$ cat config.mk
export PLATFORM = sky130hd
export DESIGN_NAME = button_event_gen
export DESIGN_NICKNAME = d
export VERILOG_FILES = /design/src/rtl/button_event_gen.sv
export SDC_FILE = /design/constraint.sdc
export NUM_CORES = 1
export LEC_CHECK = 0
export ABC_CLOCK_PERIOD_IN_PS = 6600
export BUFFER_PORTS_ARGS = -buffer_cell sky130_fd_sc_hd__buf_4
export CAP_MARGIN = 20
export CORE_MARGIN = 2
export CORE_UTILIZATION = 50
export CTS_CLUSTER_DIAMETER = 100
export CTS_CLUSTER_SIZE = 28
export DETAILED_ROUTE_END_ITERATION = 16
export PLACE_DENSITY = 0.73
export SETUP_SLACK_MARGIN = 0.1
export SLEW_MARGIN = 20
export SYNTH_ARGS = -nofsm -noshare
export SYNTH_HDL_FRONTEND = slang
export SYNTH_SLANG_ARGS = --single-unit
$ cat constraint.sdc
create_clock -name clk -period 6.6 [get_ports clk]
set_clock_uncertainty 0.2 [all_clocks]
set_input_delay 0.99 -clock clk [delete_from_list [all_inputs] [get_ports clk]]
set_output_delay 0.99 -clock clk [all_outputs]
set_load 0.01 [all_outputs]
$ cat src/rtl/button_event_gen.sv
// Turns a debounced pushbutton level into single-cycle press / release / short-click /
// long-press / auto-repeat events plus a "held" level for the alarm-clock control FSM.
module button_event_gen #(
  parameter int TICK_DIV     = 100000,
  parameter int LONG_TICKS   = 1000,
  parameter int REPEAT_TICKS = 200
) (
  input  logic clk,
  input  logic reset_n,
  input  logic enable_i,
  input  logic btn_i,
  output logic press_o,
  output logic release_o,
  output logic short_click_o,
  output logic long_press_o,
  output logic repeat_o,
  output logic held_o
);

  localparam int TICK_W   = (TICK_DIV > 1) ? $clog2(TICK_DIV) : 1;
  localparam int HOLD_MAX = (LONG_TICKS > REPEAT_TICKS) ? LONG_TICKS : REPEAT_TICKS;
  localparam int HOLD_W   = $clog2(HOLD_MAX + 1);

  localparam logic [TICK_W-1:0] TICK_LAST  = TICK_W'(TICK_DIV - 1);
  localparam logic [HOLD_W-1:0] LONG_CNT   = HOLD_W'(LONG_TICKS);
  localparam logic [HOLD_W-1:0] REPEAT_CNT = HOLD_W'(REPEAT_TICKS);

  typedef enum logic [1:0] {
    S_IDLE,
    S_PRESSED,
    S_HELD
  } state_e;

  state_e              state_q;
  logic                btn_q;
  logic [TICK_W-1:0]   tick_q, tick_d;
  logic [HOLD_W-1:0]   hold_q, hold_d;
  logic                press_q, release_q, short_click_q, long_press_q, repeat_q, held_q;
  logic                rise, fall, tick_wrap;

  assign rise      = btn_i & ~btn_q;
  assign fall      = ~btn_i & btn_q;
  assign tick_wrap = (tick_q == TICK_LAST);

  // Free-running hold timer; the FSM decides whether these values are kept.
  always_comb begin
    tick_d = tick_q + 1'b1;
    hold_d = hold_q;
    if (tick_wrap) begin
      tick_d = '0;
      hold_d = hold_q + 1'b1;
    end
  end

  // NOTE: sequential state uses non-blocking assignments only, so every branch below
  // sees the pre-edge values of all registers regardless of statement order.
  always_ff @(posedge clk or negedge reset_n) begin
    if (!reset_n) begin
      state_q       <= S_IDLE;
      btn_q         <= 1'b1;  // a button held through reset must be released before it can press
      tick_q        <= '0;
      hold_q        <= '0;
      press_q       <= 1'b0;
      release_q     <= 1'b0;
      short_click_q <= 1'b0;
      long_press_q  <= 1'b0;
      repeat_q      <= 1'b0;
      held_q        <= 1'b0;
    end else begin
      btn_q         <= btn_i;
      press_q       <= 1'b0;
      release_q     <= 1'b0;
      short_click_q <= 1'b0;
      long_press_q  <= 1'b0;
      repeat_q      <= 1'b0;

      if (!enable_i) begin
        state_q <= S_IDLE;
        tick_q  <= '0;
        hold_q  <= '0;
        held_q  <= 1'b0;
      end else begin
        case (state_q)
          S_IDLE: begin
            tick_q <= '0;
            hold_q <= '0;
            if (rise) begin
              state_q <= S_PRESSED;
              press_q <= 1'b1;
            end
          end

          S_PRESSED: begin
            if (fall) begin
              state_q       <= S_IDLE;
              release_q     <= 1'b1;
              short_click_q <= 1'b1;
              tick_q        <= '0;
              hold_q        <= '0;
            end else if (tick_wrap && hold_d == LONG_CNT) begin
              state_q      <= S_HELD;
              long_press_q <= 1'b1;
              held_q       <= 1'b1;
              tick_q       <= '0;
              hold_q       <= '0;
            end else begin
              tick_q <= tick_d;
              hold_q <= hold_d;
            end
          end

          S_HELD: begin
            if (fall) begin
              state_q   <= S_IDLE;
              release_q <= 1'b1;
              held_q    <= 1'b0;
              tick_q    <= '0;
              hold_q    <= '0;
            end else if (tick_wrap && hold_d == REPEAT_CNT) begin
              repeat_q <= 1'b1;
              tick_q   <= '0;
              hold_q   <= '0;
            end else begin
              tick_q <= tick_d;
              hold_q <= hold_d;
            end
          end

          default: begin
            state_q <= S_IDLE;
            tick_q  <= '0;
            hold_q  <= '0;
            held_q  <= 1'b0;
          end
        endcase
      end
    end
  end

  assign press_o       = press_q;
  assign release_o     = release_q;
  assign short_click_o = short_click_q;
  assign long_press_o  = long_press_q;
  assign repeat_o      = repeat_q;
  assign held_o        = held_q;

endmodule
Word-level counts from Yosys, hierarchy flattened
Index checks and enable logic that the tools add are counted.

operators by class
  muxes and demuxes = 41
  magnitude comparators = 0
  equal/unequal tests = 11
  divide/modulo/power cells = 0
  $add $sub $neg = 2
  $mul = 0
  bitwise gates (word level) = 4
  shifts and indexed selects = 0
  reduce and logical (&&, ||, !) cells = 6

operators by type and width
  kind                                            count
  two-way mux 17 bit                              6
  two-way mux 10 bit                              6
  case mux 17 bit (2 select lines)                1
  two-way mux 1 bit                               20
  case mux 10 bit (2 select lines)                1
  adder 17 x 1 -> 17 bit, second input constant   1
  == test 17 bit, second input constant           1
  inequality test 3 bit, second input constant    4
  adder 10 x 1 -> 10 bit, second input constant   1
  == test 10 bit, second input constant           1
  == test 10 x 8 -> 1 bit, second input constant  1
  two-way mux 2 bit                               5
  case mux 2 bit (3 select lines)                 1
  inequality test 4 bit, second input constant    1
  AND reduction 4 bit                             1
  case mux 1 bit (3 select lines)                 1
  AND reduction 3 bit                             1
  bitwise AND 1 bit                               2
  == test 2 x 1 -> 1 bit, second input constant   1
  == test 2 bit, second input constant            1
  logical AND 1 bit                               2
  logical NOT 2 bit                               1
  inequality test 2 bit, second input constant    1
  inverter 1 bit                                  2
  OR reduction 2 bit                              1

storage, ports and cells
  output and inout port bits = 6
  bits in latches = 0
  memory bits (writable) = 0
  logic and storage cells = 74
  memories kept = 0
  bits in read-only memories = 0
  input bits = 4
  register bits after elaboration = 36

Longest topological paths before layout
Gate-level depths: netlist of the first run.

  depth after elaboration = 8
  mapped depth = 9
  mapped depth without buffers = 7

Worst setup path before layout of the first run
OpenSTA, ideal clock, no wires.

  path type = input-to-reg
  start point = in btn_i
  end point = reg tick_q[10]
  arrival time = 2286 ps
  path buffers = 3
  library setup time = 132 ps
  stages on the path = 8
  data required time = 6268 ps
  path slack = 3982 ps
  path through = nand2b_1 clkbuf_1 nor2b_1 o21ai_0 nand2b_1 clkbuf_1 clkbuf_1 nor2_1

on the way
  word-level cells in the longest chain between the ends = 5
  elaborated cells between the ends (all ways) = 6
  classes of those cells = mux: 4; bitwise: 2

RTL lines
  what                                          RTL line  text
  start, declared                               11        input logic btn_i,
  inverter 1 bit (*)                            42        assign fall = ~btn_i & btn_q;
  bitwise AND 1 bit (*)                         42
  two-way mux 17 bit, on equally long branches  113, 94
  case mux 17 bit (2 select lines) (*)          83        case (state_q)
  two-way mux 17 bit (*)                        77        if (!enable_i) begin
  end signal, assigned                          107       tick_q <= tick_d;
  end signal, assigned                          124       tick_q <= tick_d;
  end, declared                                 36        logic [TICK_W-1:0] tick_q, tick_d;

Mark *: on every way between the ends. The rest lies on a longest branch, timed or not.
A chain may end at the register's enable or synchronous reset.

Final worst setup path of the first run
  start point = reg hold_q[0]
  end point = reg hold_q[3]

on the way
  word-level cells in the longest chain between the ends = 8
  elaborated cells between the ends (all ways) = 12
  classes of those cells = add/sub: 1; eq/ne: 2; mux: 7; reduce/logical: 2

RTL lines
  what                                                              RTL line  text
  start, declared                                                   37        logic [HOLD_W-1:0] hold_q, hold_d;
  start signal, assigned                                            108       hold_q <= hold_d;
  start signal, assigned                                            125       hold_q <= hold_d;
  adder 10 x 1 -> 10 bit                                            51        hold_d = hold_q + 1'b1;
  two-way mux 10 bit (*)                                            49        if (tick_wrap) begin
  == test 10 x 8 -> 1 bit / == test 10 bit (equally long branches)  119, 100
  logical AND 1 bit, on equally long branches                       119, 100
  two-way mux 10 bit, on equally long branches                      119, 100
  two-way mux 10 bit, on equally long branches                      113, 94
  case mux 10 bit (2 select lines) (*)                              83
  two-way mux 10 bit (*)                                            77

Marked as above.

==> results of run 1 <==
[worst max path at each step]
stage                      end  slack, ns  cells past startpoint
finish               hold_q[3]       3.96                      6
floorplan           tick_q[10]       3.98                      8
global route         hold_q[6]       3.78                      6
CTS                 state_q[0]       3.95                      6
detailed placement  tick_q[11]       3.79                      6
global placement    tick_q[11]       3.86                      6
[final cells by class]
class	instances	area (sq um)
fill	357	1730
multi-input combinational	169	1186
sequential	36	902.1
inverter	7	26.28
timing repair buffer	9	67.56
tap	50	62.56
clock buffer	5	68.82
clock inverter	3	42.54
[power breakdown]
part | internal [mW] | switching [mW] | leakage, nW | total (mW)
registers | 0.222 | 0.00102 | 0.499 | 0.223
clock network | 0.112 | 0.0828 | 0.0541 | 0.194
logic | 0.00626 | 0.0116 | 0.349 | 0.0178
total | 0.340 | 0.0954 | 0.902 | 0.435
[cell usage after synthesis, types with 2 or more instances]
cell type  instances  area, sq um
dfrtp_1           35        875.8
nor2_1            24        90.09
nand2_1           14        52.55
xor2_1            14        122.6
nand3_1           11        55.05
nand4_1           10        62.56
xnor2_1            8        70.07
inv_1              7        26.28
nor3_1             7        35.03
a21oi_1            6        30.03
o21ai_0            6        30.03
clkbuf_1           5        18.77
ha_1               5        62.56
or3_1              4        25.02
nand2b_1           3        18.77
nor2b_1            3        18.77
o211ai_1           3        22.52
o32ai_1            3        26.28
or2_2              3        18.77
a211oi_1           2        15.01
and3_1             2        12.51
and4_1             2        17.52
buf_6              2        22.52
mux2i_1            2        20.02
nor4_1             2        12.51
nor4b_1            2        17.52
[through the flow]
| stage | instance area [sq um] | cells | setup WS (ns) | power (mW) | utilization, % |
|---|---|---|---|---|---|
| after global routing | 2356 | 279 | 3.777 | 0.4522 | 57.65 |
| after CTS | 2356 | 279 | 3.952 | 0.4390 | 57.65 |
| after global placement | 2245 | 271 | 3.863 | 0.2455 | 54.93 |
| after floorplan | 2168 | 221 | 3.982 | 0.2374 | - |
| after detailed placement | 2245 | 271 | 3.788 | 0.2457 | 54.93 |
| final | 2356 | 279 | 3.960 | 0.4355 | 57.65 |
[state kept, by name, summed over array words and instances (netlist names)]
register,count
state_q,2
long_press_o,1
hold_q,10
short_click_o,1
held_o,1
btn_q,1
tick_q,17
repeat_o,1
press_o,1
release_o,1
[worst max-delay path: stages, from the launching register on]
cell	delay (ns)
dfrtp_1	0.44
ha_1	0.29
or4b_2	0.72
a22oi_2	0.27
nand2_1	0.09
nor4_2	0.35
o32ai_1	0.14
[cells by family (layout without fill, tap and decap cells)]
logic type                 after synthesis  count (layout)  share of synthesized area (%)
adders and majority gates                5               5                          2.885
xor gates and xnor gates                22              22                          8.887
and+or+nand+nor                        108             108                          30.64
buffers and inverters                   16              24                          3.693
muxes                                    2               2                         0.9233
DFF                                     36              36                          41.60
AOI/OAI and AO/OA                       32              32                          11.37
[per-layer routing]
layer,vias up,track usage (%)
li1,805,-
met1,773,25.02
met2,27,28.47
met3,7,4.040
met4,0,6.624
met5,-,0
==> summary.md, run 1 <==
| Metric | Value |
|---|---|
| Status | `completed` |
| Post-synth net total | `230` |
| Die Area | `4880 sq um` |
| Area Growth Syn to Fin | `8.656%` |
| Die Span X | `69.86 um` |
| Min-delay worst type | `reg2reg` |
| Nets | `237` |
| Mapped Cells | `221` |
| Pwr dens | `184.8 nW/um^2` |
| Total CTS buffers | `5` |
| Slew Limit Fails | `0` |
| Die span in y | `69.86 um` |
| Final hold vios | `0` |
| Hold Path End | `tick_q[0]` |
| DRT iter0 DRCs | `87` |
| Worst Path Max Fanout | `6` |
| Placeable Area | `4086 sq um` |
| Post-CTS setup buffer count | `0` |
| DP Wirelength | `2.920 mm` |
| Number of port buffers | `9` |
| P_leak | `0.9017 nW` |
| Top sig layer | `met4` |
| Worst reg2reg setup slack | `3.96 ns` |
| Fin crit period | `2.640 ns` |
| Gr ovfl total | `0` |
| Commonest non-fill, non-tap cell in the layout | `dfrtp_1` |
| RSZ-0062 raised after global routing | `false` |
| IO Count | `10` |
| WL final | `4.157 mm` |
| Routed length on met3 | `136 um` |
| Core Rows | `23` |
| Max-cap violations | `0` |
| WP data arrival | `2.61 ns` |
| Max Buffers Root-to-Sink | `2` |
| Setup TNS | `0 ns` |
| Final GP Congestion | `0.7809` |
| Reg2reg end | `hold_q[3]` |
| All-layer global routing usage | `18.24%` |
| Final setup viols | `0` |
| # H-tree levels | `2` |
| Critical Path Source Type | `flip-flop` |
| Layout cell share with drive strength beyond 1 | `16.59%` |
| Netlist cell types | `62` |
| Routed length per placed instance | `14.90 um` |
| CTS tree | `built` |
| DR vias | `1612` |
| Largest net degree at the start of global routing | `37` |
| Worst Max-Slew Pin Slew | `0.5878 ns` |
| Avg Inst Size Synth | `9.811 sq um` |
| Routed Antenna Nets | `0` |
| Normalized max-slew margin | `60.81%` |
| CTS Hold Buffers Added | `0` |
| Worst Setup SP | `hold_q[0]` |
| Worst EP required | `6.57 ns` |
| Final hold slack | `0.2971 ns` |
| Sequential share of the synthesized area | `41.60%` |
| Number of remaining DRC errors | `0` |
| Ant. Diodes | `0` |
| Ys flop type | `dfrtp_1` |
| Vias in the first global route | `1551` |
| Most frequent cells in the layout | `35 x dfrtp_1, 24 x nor2_1, 14 x nand2_1, 14 x xor2_1, 11 x nand3_1` |
| Clock Latency Late Sink | `0.29 ns` |
| FF-to-FF Start | `hold_q[0]` |
| Peak VDD IR | `189.3 uV` |
| CP Capture Type | `flip-flop` |
| Clk root buf | `clkbuf_8` |
| Worst R2R Path Depth | `6` |
| Hold Crit Depth | `1` |
| EDFF count, synth | `0` |
| Synth warn | `0` |
| Initial Util | `53.06%` |
| Cts repair resizes | `0` |
| DR pass1 iterations | `4` |
| Fmax | `0.3788 GHz` |
| Wl on met1 | `2.020 mm` |
| Kind of critical path | `reg2reg` |
| Post-synth ARST share | `100.0%` |
| Hold_sp | `tick_q[0]` |
| Tcrit/Tclk final | `40.00%` |
| Synth Register Bits | `36` |
| Number of vias per cell | `5.778` |
| Met2 wire length | `1.923 mm` |
| Clock tree sinks | `36` |
| Post-Syn Area | `2168 sq um` |
| Clk slew on worst S/H paths | `0.07 ns` |
| Global-route wire length before repair | `7.182 mm` |
| Initial antenna violation count | `0` |
No activity file was read; power rests on OpenSTA's default activity.
==> run 2: changes to the inputs <==
--- a/config.mk
+++ b/config.mk
@@ -5,7 +5,7 @@
 export SDC_FILE = /design/constraint.sdc
 export NUM_CORES = 1
 export LEC_CHECK = 0
-export ABC_CLOCK_PERIOD_IN_PS = 6600
+export ABC_CLOCK_PERIOD_IN_PS = 2200
 export BUFFER_PORTS_ARGS = -buffer_cell sky130_fd_sc_hd__buf_4
 export CAP_MARGIN = 20
 export CORE_MARGIN = 2
@@ -13,7 +13,7 @@
 export CTS_CLUSTER_DIAMETER = 100
 export CTS_CLUSTER_SIZE = 28
 export DETAILED_ROUTE_END_ITERATION = 16
-export PLACE_DENSITY = 0.73
+export PLACE_DENSITY = 0.76
 export SETUP_SLACK_MARGIN = 0.1
 export SLEW_MARGIN = 20
 export SYNTH_ARGS = -nofsm -noshare
==> constraint.sdc (replaced) <==
create_clock -name clk -period 2.2 [get_ports clk]
set_clock_uncertainty 0.2 [all_clocks]
set_input_delay 0.33 -clock clk [delete_from_list [all_inputs] [get_ports clk]]
set_output_delay 0.33 -clock clk [all_outputs]
set_load 0.01 [all_outputs]
==> summary.md, run 2 (same netlist as run 1, synthesis figures left out) <==
| Metric | Value |
|---|---|
| Worst R2R Path Depth | `7 (+1)` |
| Total CTS buffers | `5 (unchanged)` |
| FF-to-FF Start | `hold_q[0]` |
| Commonest non-fill, non-tap cell in the layout | `buf_4` |
| Initial antenna violation count | `0 (unchanged)` |
| Final setup viols | `9 (+9)` |
| IO Count | `10 (unchanged)` |
| Biggest register | `tick_q` |
| Max Buffers Root-to-Sink | `2 (unchanged)` |
| Critical Path Source Type | `flip-flop` |
| Routed length per placed instance | `16.33 um (+9.6%)` |
| Status | `finished, violations left` |
| All-layer global routing usage | `21.15% (+2.9 points)` |
| Max-cap violations | `0 (unchanged)` |
| Placeable Area | `4086 sq um (unchanged)` |
| Fin crit period | `2.259 ns (-0.3815 ns)` |
| Vias in the first global route | `1769 (+14%)` |
| Die Area | `4880 sq um (unchanged)` |
| Setup ws final | `-0.05871 ns (-4.018 ns)` |
| CTS tree | `built` |
| Critical Path, Cell by Cell | `ha_4 > or4b_4 > a22oi_2 > buf_4 > nand2_2 > nor4_4 > o32ai_1` |
| DP Area | `2522 sq um (+12%)` |
| Peak VDD IR | `437.2 uV (+130%)` |
| Kind of critical path | `reg2reg` |
| Hold_sp | `enable_i` |
| Core Rows | `23 (unchanged)` |
| Layout cell share with drive strength beyond 1 | `32.96% (+16 points)` |
| Max reg flops | `17 (unchanged)` |
| Die span in y | `69.86 um (unchanged)` |
| DRT iter0 DRCs | `89 (+2.3%)` |
| Normalized max-slew margin | `68.93% (+8.1 points)` |
| Ant. Diodes | `0 (unchanged)` |
| Sequential Power Share | `55.0% (+3.8 points)` |
| DP Wirelength | `3.549 mm (+22%)` |
| Final hold vios | `0 (unchanged)` |
| Routed Antenna Nets | `0 (unchanged)` |
| RSZ-0062 raised after global routing | `true` |
| DP Worst Slack | `-0.06826 ns (-3.857 ns)` |
| Clock tree sinks | `36 (unchanged)` |
| Number of vias per cell | `5.886 (+1.9%)` |
| WL final | `5.176 mm (+25%)` |
| Gr ovfl total | `0 (unchanged)` |
| NetSw | `303.9 uW (+220%)` |
| Clock Latency Late Sink | `0.30 ns (about the same)` |
| Worst EP required | `2.17 ns (-4.40 ns)` |
| Pwr dens | `445.3 nW/um^2 (+140%)` |
| Clock share of power | `40.1% (-4.6 points)` |
| Initial Util | `53.06% (unchanged)` |
| DR vias | `1866 (+16%)` |
| Internal | `912.8 uW (+170%)` |
| Number of remaining DRC errors | `0 (unchanged)` |
| Nets | `275 (+16%)` |
| Global-route wire length before repair | `8.217 mm (+14%)` |
| Worst reg2reg setup slack | `-0.06 ns (-4.02 ns)` |
| Final design utilization | `66.87% (+9.2 points)` |
| CP Capture Type | `flip-flop` |
| Die Span X | `69.86 um (unchanged)` |
| Min-delay worst type | `in2reg` |
| Design area | `2733 sq um (+16%)` |
| WP data arrival | `2.23 ns (-0.38 ns)` |
| Failing checks | `negative setup slack` |
| Final GP Congestion | `0.8929 (+14%)` |
| Sw Ratio | `24.98% (+3.1 points)` |
| # H-tree levels | `2 (unchanged)` |
| Tcrit/Tclk final | `102.7% (+63 points)` |
| Number of port buffers | `9 (unchanged)` |
| Slew Limit Fails | `0 (unchanged)` |
| Regs by FF count | `tick_q: 17 flops, hold_q: 10 flops, state_q: 2 flops` |
| Largest net degree at the start of global routing | `37 (unchanged)` |
| Most frequent cells in the layout | `45 x buf_4, 35 x dfrtp_1, 23 x nor2_1` |
| Comb pwr share | `4.9% (+0.8 points)` |
| Worst Path Max Fanout | `4 (-2)` |
| Area Growth Syn to Fin | `26.02%` |
| Worst Max-Slew Pin Slew | `0.4661 ns (-0.1217 ns)` |
| Hold Path End | `short_click_o` |
| Hold Crit Depth | `3 (+2)` |
| Clk slew on worst S/H paths | `0.08 ns (about the same)` |
| CP peak stage delay | `0.49 ns (-0.23 ns)` |
| Fmax | `0.4427 GHz (+17%)` |
| DR pass1 iterations | `4 (unchanged)` |
| Clk root buf | `clkbuf_8` |
| Reg2reg end | `hold_q[6]` |
| P_leak | `1.107 nW (+23%)` |
| CP max-delay cell | `or4b_4` |
-- run 2: changes by cell type in the layout (fill, tap and decap cells not counted), moves of 2 or more --
cell and delta:
buf_4 +36, nor4_4 +2, nor3_1 -2, nor4_1 -2
o21ai_1 +3, dlygate4sd3_1 +2, ha_1 -2, o21ai_0 -3
and4_4 +2
-- run 2: power groups by stage --
stage / logic, mW / registers, mW / clock network (mW)
after floorplan: 0.0300 / 0.683 / 0
after detailed placement: 0.0561 / 0.682 / 0
final: 0.0594 / 0.669 / 0.488
after global routing: 0.0679 / 0.670 / 0.512
after CTS: 0.0594 / 0.669 / 0.491
after global placement: 0.0552 / 0.682 / 0
-- run 2: per-stage QoR --
stage / TNS, ns / std cells / total power, mW / hold slack [ns]
3_3_place_gp: -0.02303 / 303 / 0.7374 / 0.1059
4_1_cts: -0.06681 / 314 / 1.220 / 0.1110
5_1_grt: -1.239 / 317 / 1.250 / 0.1195
6_report: -0.3375 / 317 / 1.217 / 0.1113
2_1_floorplan: 0 / 221 / 0.7127 / -0.1656
3_5_place_dp: -0.2586 / 303 / 0.7382 / 0.1109
-- run 2: worst max-delay path by stage --
stage / to / cells past startpoint / slack, ns / startpoint
global placement: hold_q[7] / 6 / -0.02 / hold_q[1]
detailed placement: hold_q[7] / 6 / -0.07 / hold_q[1]
global route: state_q[0] / 6 / -0.16 / hold_q[0]
CTS: held_o / 6 / -0.02 / hold_q[0]
floorplan: hold_q[7] / 6 / 0.004 / hold_q[1]
finish: hold_q[6] / 7 / -0.06 / hold_q[0]
-- run 2: final cells by class --
class | instances | area, sq um
Clock buffer | 5 | 68.82
Clock inverter | 3 | 21.27
Fill cell | 319 | 1354
Inverter | 7 | 26.28
Multi-Input combinational cell | 169 | 1294
Sequential cell | 36 | 902.1
Tap cell | 50 | 62.56
Timing Repair Buffer | 47 | 357.8
-- run 2: per-layer routing --
metal,global-route usage (%),part of all wire (%),vias to the layer above
li1,-,-,886
met1,26.83,45,918
met2,35.77,49,50
met3,4.185,3.9,12
met4,7.906,2.1,0
met5,0,0,-
-- run 2: worst max-delay path, delay by kind of cell, from the launching register on --
kind,cells,cell delay [ns]
buffers and inverters,1,0.15
AO/OA/AOI/OAI,2,0.35
AND/OR/NAND/NOR,3,0.83
flip-flops,1,0.41
adder cells (fa/ha/maj),1,0.19
-- run 2: timing repair --
item                                    CTS  global route
endpoints found under the setup margin   10            11
hold endpoints to repair                 36             0
setup buffers                             1             3
pin swaps                                16             9
cloned                                    0             0
hold buffers                              2             0
resized for setup                         8             7
